[src/rtl/fpu_fpd_to_int.sv]
// Double-precision to signed 64-bit integer converter, truncating toward zero.
// The mantissa is aligned by a 32/16/8/4/2/1 right shifter, one stage per cycle.
module fpu_fpd_to_int (
  input  logic        clk,
  input  logic        reset_n,
  input  logic        in_valid,
  output logic        in_ready,
  input  logic [63:0] srca,
  output logic        out_valid,
  input  logic        out_ready,
  output logic [63:0] dst,
  output logic        invalid,
  output logic        inexact
);

  typedef enum logic [1:0] {
    IDLE  = 2'd0,
    SHIFT = 2'd1,
    FIX   = 2'd2,
    DONE  = 2'd3
  } state_t;

  state_t      state_r;
  logic        sign_r;
  logic [63:0] mant_r;
  logic [5:0]  shAmt_r;
  logic [2:0]  cnt_r;
  logic        sticky_r;
  logic        ovf_r;
  logic        unf_r;
  logic        nan_r;
  logic        unfInexact_r;

  logic [10:0] srcExp_s;
  logic [51:0] srcFrac_s;
  logic [5:0]  srcShAmt_s;
  logic        srcOvf_s;
  logic        srcUnf_s;
  logic        srcNan_s;
  logic        stageEn_s;
  logic [63:0] stageMant_s;
  logic [63:0] lostBits_s;
  logic [63:0] fixDst_s;
  logic        fixInvalid_s;
  logic        fixInexact_s;

  // Input field decode and classification, used only on the accept edge.
  always_comb begin
    srcExp_s   = srca[62:52];
    srcFrac_s  = srca[51:0];
    // (1086 - e) mod 64 equals (62 - e[5:0]) mod 64 since 1086 = 1024 + 62.
    srcShAmt_s = 6'd62 - srcExp_s[5:0];
    srcNan_s   = (srcExp_s == 11'd2047) && (srcFrac_s != 52'd0);
    srcUnf_s   = (srcExp_s < 11'd1023);
    srcOvf_s   = (srcExp_s >= 11'd1086) &&
                 !(srca[63] && (srcExp_s == 11'd1086) && (srcFrac_s == 52'd0));
  end

  // One shifter stage: pick width by cnt, enable by the matching shift bit.
  always_comb begin
    stageEn_s   = 1'b0;
    stageMant_s = mant_r;
    lostBits_s  = 64'd0;
    case (cnt_r)
      3'd0: begin
        stageEn_s   = shAmt_r[5];
        stageMant_s = mant_r >> 6'd32;
        lostBits_s  = mant_r & 64'h0000_0000_FFFF_FFFF;
      end
      3'd1: begin
        stageEn_s   = shAmt_r[4];
        stageMant_s = mant_r >> 6'd16;
        lostBits_s  = mant_r & 64'h0000_0000_0000_FFFF;
      end
      3'd2: begin
        stageEn_s   = shAmt_r[3];
        stageMant_s = mant_r >> 6'd8;
        lostBits_s  = mant_r & 64'h0000_0000_0000_00FF;
      end
      3'd3: begin
        stageEn_s   = shAmt_r[2];
        stageMant_s = mant_r >> 6'd4;
        lostBits_s  = mant_r & 64'h0000_0000_0000_000F;
      end
      3'd4: begin
        stageEn_s   = shAmt_r[1];
        stageMant_s = mant_r >> 6'd2;
        lostBits_s  = mant_r & 64'h0000_0000_0000_0003;
      end
      3'd5: begin
        stageEn_s   = shAmt_r[0];
        stageMant_s = mant_r >> 6'd1;
        lostBits_s  = mant_r & 64'h0000_0000_0000_0001;
      end
      default: begin
        stageEn_s   = 1'b0;
        stageMant_s = mant_r;
        lostBits_s  = 64'd0;
      end
    endcase
  end

  // Final result selection by class priority: NaN, overflow, underflow, in range.
  always_comb begin
    fixDst_s     = 64'd0;
    fixInvalid_s = 1'b0;
    fixInexact_s = 1'b0;
    if (nan_r) begin
      fixDst_s     = 64'h8000_0000_0000_0000;
      fixInvalid_s = 1'b1;
    end else if (ovf_r) begin
      fixDst_s     = sign_r ? 64'h8000_0000_0000_0000 : 64'h7FFF_FFFF_FFFF_FFFF;
      fixInvalid_s = 1'b1;
    end else if (unf_r) begin
      fixInexact_s = unfInexact_r;
    end else begin
      fixDst_s     = sign_r ? (~mant_r + 64'd1) : mant_r;
      fixInexact_s = sticky_r;
    end
  end

  // Control FSM with registered handshake, result and flags.
  always_ff @(posedge clk or negedge reset_n) begin
    if (!reset_n) begin
      state_r      <= IDLE;
      in_ready     <= 1'b1;
      out_valid    <= 1'b0;
      dst          <= 64'd0;
      invalid      <= 1'b0;
      inexact      <= 1'b0;
      sign_r       <= 1'b0;
      mant_r       <= 64'd0;
      shAmt_r      <= 6'd0;
      cnt_r        <= 3'd0;
      sticky_r     <= 1'b0;
      ovf_r        <= 1'b0;
      unf_r        <= 1'b0;
      nan_r        <= 1'b0;
      unfInexact_r <= 1'b0;
    end else begin
      case (state_r)
        IDLE: begin
          if (in_valid && in_ready) begin
            sign_r       <= srca[63];
            mant_r       <= {1'b1, srcFrac_s, 11'd0};
            shAmt_r      <= srcShAmt_s;
            ovf_r        <= srcOvf_s;
            unf_r        <= srcUnf_s;
            nan_r        <= srcNan_s;
            unfInexact_r <= (srcExp_s != 11'd0) || (srcFrac_s != 52'd0);
            sticky_r     <= 1'b0;
            cnt_r        <= 3'd0;
            in_ready     <= 1'b0;
            state_r      <= SHIFT;
          end
        end
        SHIFT: begin
          if (stageEn_s) begin
            mant_r   <= stageMant_s;
            sticky_r <= sticky_r | (|lostBits_s);
          end
          if (cnt_r == 3'd5) begin
            state_r <= FIX;
          end else begin
            cnt_r <= cnt_r + 3'd1;
          end
        end
        FIX: begin
          dst       <= fixDst_s;
          invalid   <= fixInvalid_s;
          inexact   <= fixInexact_s;
          out_valid <= 1'b1;
          state_r   <= DONE;
        end
        DONE: begin
          if (out_ready) begin
            out_valid <= 1'b0;
            in_ready  <= 1'b1;
            state_r   <= IDLE;
          end
        end
        default: begin
          out_valid <= 1'b0;
          in_ready  <= 1'b1;
          state_r   <= IDLE;
        end
      endcase
    end
  end

endmodule

[config.mk]
export PLATFORM = sky130hd
export DESIGN_NAME = fpu_fpd_to_int
export DESIGN_NICKNAME = d
export VERILOG_FILES = /design/src/rtl/fpu_fpd_to_int.sv
export SDC_FILE = /design/constraint.sdc
export NUM_CORES = 1
export LEC_CHECK = 0
export BUFFER_PORTS_ARGS = -buffer_cell sky130_fd_sc_hd__buf_4
export CAP_MARGIN = 5
export CORE_ASPECT_RATIO = 0.5
export CORE_MARGIN = 3
export CORE_UTILIZATION = 45
export DETAILED_ROUTE_END_ITERATION = 10
export GPL_TIMING_DRIVEN = 0
export PLACE_DENSITY = 0.73
export SKIP_CTS_REPAIR_TIMING = 1
export SLEW_MARGIN = 10
export SYNTH_ARGS = -nofsm -noshare
export SYNTH_HDL_FRONTEND = slang
export SYNTH_SLANG_ARGS = --single-unit
[constraint.sdc]
create_clock -name clk -period 4.6 [get_ports clk]
set_input_delay 0 -clock clk [delete_from_list [all_inputs] [get_ports clk]]
set_output_delay 0 -clock clk [all_outputs]
set_load 0.01 [all_outputs]
Word-level counts from Yosys, hierarchy flattened
Cells that the tools add are included.

Bitwise logic cells: 2. Reduce and logical (&&, ||, !) cells: 23. Equal/unequal tests: 16. Muxes and demuxes: 30. Add/subtract/negate cells: 3. Order comparisons: 2.

Operators by type and width (number): 2-to-1 mux 64 bit (7); one-hot mux 64 bit (6 select lines) (1); one-hot mux 32 bit (6 select lines) (1); one-hot mux 64 bit (2 select lines) (1); adder 64 x 1 -> 64 bit, second input constant (1); NOT 64 bit (1); OR reduction 64 bit (1); logical NOT 52 bit (1); nonzero test 52 bit (1); == test 11 bit, second input constant (2); AND reduction 3 bit (4); >= comparator 11 bit, second input constant (1); < comparator 11 x 10 -> 1 bit, second input constant (1); nonzero test 11 bit (1); inequality test 2 bit, second input constant (5); 2-to-1 mux 1 bit (9); one-hot mux 2 bit (4 select lines) (1); inequality test 7 bit, second input constant (1); == test 3 x 2 -> 1 bit, second input constant (2); == test 3 bit, second input constant (2); 2-to-1 mux 2 bit (3); 2-to-1 mux 3 bit (2); one-hot mux 1 bit (2 select lines) (3); one-hot mux 1 bit (6 select lines) (1); other kinds (15) (23).

Output and inout bits: 68. Register bits after elaboration: 149. Input bits: 68.

Depth between registers and ports, before layout
Depth after elaboration: 6. Gate-level depth with buffers: 13. Depth with buffers taken out: 8.

Worst setup path before layout
No wires, ideal clock.

Path type: reg2reg. Start point: register cnt_r[2]. End point: register mant_r[8]. Cell stages (with the launch flop): 14. Buffers on the path: 5. Period minus slack after synthesis: 2.474 ns. Arrival time: 2.378 ns. Path slack: 2.126 ns. Cell sequence: dfrtp_1 > clkbuf_1 > inv_1 > ha_1 > clkbuf_1 > nand2_1 > o211ai_1 > a221oi_1 > or3_1 > clkbuf_1 > buf_2 > buf_1 > nand2_1 > o31ai_1.

Cells in the longest elaborated chain, start to end: 4. Elaborated cells on any way between the ends: 13. Classes of those cells: 7 x eq/ne; 4 x mux; 2 x reduce/logical.

RTL lines: start: declaration (line 27) `logic [2:0] cnt_r;`; start signal: assignment (line 165) `cnt_r <= cnt_r + 3'd1;`; == test 3 bit (tied with other cells) (line 64) `case (cnt_r)`; one-hot mux 1 bit (6 select lines) or one-hot mux 64 bit (6 select lines) (tied branches) (line 64); inequality test 2 bit (no line) or 2-to-1 mux 64 bit (tied branches); AND reduction 4 bit (no line) or one-hot mux 64 bit (2 select lines) (tied branches); end signal: assignment (line 145) `mant_r <= {1'b1, srcFrac_s, 11'd0};`; end signal: assignment (line 159) `mant_r <= stageMant_s;`; end: declaration (line 25) `logic [63:0] mant_r;`.

Parallel ways exist; a longest one is shown, timed or not. The select of a mux whose other input is x is not followed. A chain may end at the register's enable or synchronous reset.

Final worst setup path
Start point: register cnt_r[2]. End point: register mant_r[49].

Same word-level chain as after synthesis.

==> results.ini <==
[synth]
synth_most_common_cell=dfrtp_1
avgSynthCellArea_um2=8.767
synth.cell_area_um2=10240
synth_enable_flop_cells=0
yosys_warnings=0
ys_ff_latch=149
postSynth.asyncResetShare_pct=100.0
netlist_top_cells_area=dfrtp_1 (36%), a22oi_1 (8.0%), xor2_1 (5.3%)
ys_types=64
seq_area_frac_synth_pct=36.42
synth_area_leader_cell=dfrtp_1
synth_top_area_share_pct=36.17
synth_fp_nets=1251
synth_common_cells=dfrtp_1 (148), clkbuf_1 (125), a22oi_1 (109)
synth_flop_cell=dfrtp_1
postSynthCellCount=1168

[clocking]
htree_levels=4
cts_buffer_depth=2
clock-root-buffer=clkbuf_16
cts.sink_count=149
insertion_delay_ns=0.45
cts_tree=built
cts_buffers=17
clk_pin_slew_ns=0.07

[drt]
drc_errors=0
antenna_left=0
drt_wl_total_mm=42.42
dr.pass1.iters=7
drt_iter0_markers=1820
routed_via_density=6.582
wl_per_cell_um=25.23
num_vias=11065

[sta]
finalCriticalPeriod_ns=3.812
worstMarginPinSlew_ns=1.334
fmax_mhz=262.4
rsz0062_at_grt=false
setup_violations=0
maxSlewViolCount=0
fin_tns_setup_ns=0
fin_worst_skew_ns=0.01131
finalCritPeriodShare_pct=82.86
max-slew-margin-rel_pct=10.41
timing.hold.ws_ns=-0.02371
hold_viol=5
fin_ws_ns=0.7884

[hold_path]
hold_path.class=in -> reg

[worst_setup_path]
critPathKind=reg -> reg
required_ns=4.89
arrival_ns=4.10
worst_setup_path_start_kind=flip-flop
cp_max_fo=10
worstPathCellList=clkbuf_1, inv_1, ha_1, clkbuf_1, nand2_1, o211ai_1, a221oi_1, or3_1, clkbuf_1, buf_2, buf_1, nand2_1, o21ai_0
cp_slowest_cell=buf_1
worst_setup_path_end_kind=flip-flop
slowest_delay_ns=0.47
r2r_slack_ns=0.79
cp_common_cell=clkbuf_1

[power]
leakage_uw=0.005103
total_power_uw=10120
power_density_nw_per_um2=798.7
vdd_drop_max_mv=0.3249

[run_status]
violations=hold timing
outcome=finished with violations

[layout]
drive_gt1_share_pct=15.94
fin_util_pct=57.54
nets=1450
syn_to_final_growth_pct=23.70
n_fill_cell=1969

[global_route]
grt_pass1_wl_mm=62.75
track_usage_pct=33.59
grt_max_degree=87
antenna_found_initial=1
overflow=0
grt_pass1_vias=10222

[place]
io_buffers=135
dp_hpwl_mm=30.96
post-place-ws_ns=0.9728
place_congestion=0.9996

[die]
rows=38
design.core.area_um2=22010
initial_core_util_pct=46.52
pin_count=136
die_h_um=112.7
die_area_um2=24710
die_w_um=219.3

[run]
max-cap-violations=0

-- critical path: cells and delay by family, from the launching register on --
kind                       cells  cell delay, ns
AOI/OAI and AO/OA              3            0.59
adders and majority gates      1            0.23
buffers and inverters          6            2.05
DFF                            1            0.37
and+or+nand+nor                3            0.40
-- layer usage --
| layer | GRT usage (%) | up-vias | share of wire (%) |
|---|---|---|---|
| li1 | - | 4833 | - |
| met5 | 0 | - | 0.031 |
| met2 | 47.70 | 726 | 42 |
| met1 | 49.01 | 5419 | 43 |
| met3 | 11.14 | 85 | 13 |
| met4 | 8.538 | 2 | 2.0 |
-- cell type report --
cell class              instances  area, um^2  share of cell area [%]
diodes                          1       2.502                 0.01976
plain buffers                 163       641.9                   5.067
clock buffers                  21       460.4                   3.635
clock inverters                11       100.1                  0.7902
inverters                      68       255.2                   2.015
multi-input cells             788        5613                   44.31
flip-flops and latches        149        3730                   29.45
well taps                     300       375.4                   2.963
repair buffers                180        1489                   11.75
-- report_power, final --
| part | total, uW | switching, uW | internal (uW) |
|---|---|---|---|
| Combinational | 6490 | 4320 | 2170 |
| Clock | 1390 | 616 | 773 |
| Sequential | 2240 | 332 | 1910 |
| Total | 10100 | 5260 | 4850 |
-- layout by cell type (no fill, tap or decap), types with 11 or more instances in the layout --
cell type	synthesis	layout
dfrtp_1	148	148
buf_4	2	136
clkbuf_1	125	127
a22oi_1	109	109
nand2_1	73	73
inv_1	67	67
xor2_1	62	62
a21oi_1	58	58
o221ai_1	55	55
dlygate4sd3_1	0	44
nor2_1	37	37
a221oi_1	37	37
o21ai_0	36	36
o31ai_1	28	28
buf_1	23	23
o21ai_1	23	23
a21o_1	23	23
a211oi_1	22	22
nor3_1	17	17
nor4_1	17	17
clkbuf_16	0	17
nand3_1	15	15
ha_1	15	15
a22o_1	13	13
buf_2	12	12
or3_1	12	12
a222oi_1	12	12
o41ai_2	11	11
-- through the flow --
step / instance area (um^2) / instances
finish: 12670 / 1681
global route: 12660 / 1680
CTS: 12220 / 1636
detailed placement: 11660 / 1604
global placement: 11630 / 1603
floorplan: 10240 / 1168
-- final timing paths --
kind / cells after the start / endpoint / from
setup / recovery: 13 / mant_r[49] / cnt_r[2]
setup reg to reg: 13 / mant_r[49] / cnt_r[2]
min in group asynchronous: 2 / dst[40] / reset_n
max in group asynchronous: 3 / in_ready / reset_n
hold reg to reg: 2 / shAmt_r[0] / shAmt_r[0]
hold / removal: 4 / mant_r[26] / srca[15]
-- sequential cells by signal (all words and copies together) (netlist names), 2 cells and up --
name     count
cnt_r        3
mant_r      64
dst         64
shAmt_r      6
state_r      2
-- logic make-up (layout without fill, tap and decap cells) --
| family | after synthesis | in the layout | share of synthesized area [%] |
|---|---|---|---|
| simple gates | 221 | 221 | 11.25 |
| xor+xnor | 66 | 66 | 5.645 |
| mux | 6 | 6 | 0.6232 |
| fa+ha+maj | 15 | 15 | 1.833 |
| flops | 149 | 149 | 36.42 |
| buf+inv | 231 | 443 | 8.761 |
| compound gates | 480 | 480 | 35.46 |
| other cells | 0 | 1 | 0 |
(Power assumes the default switching activity.)
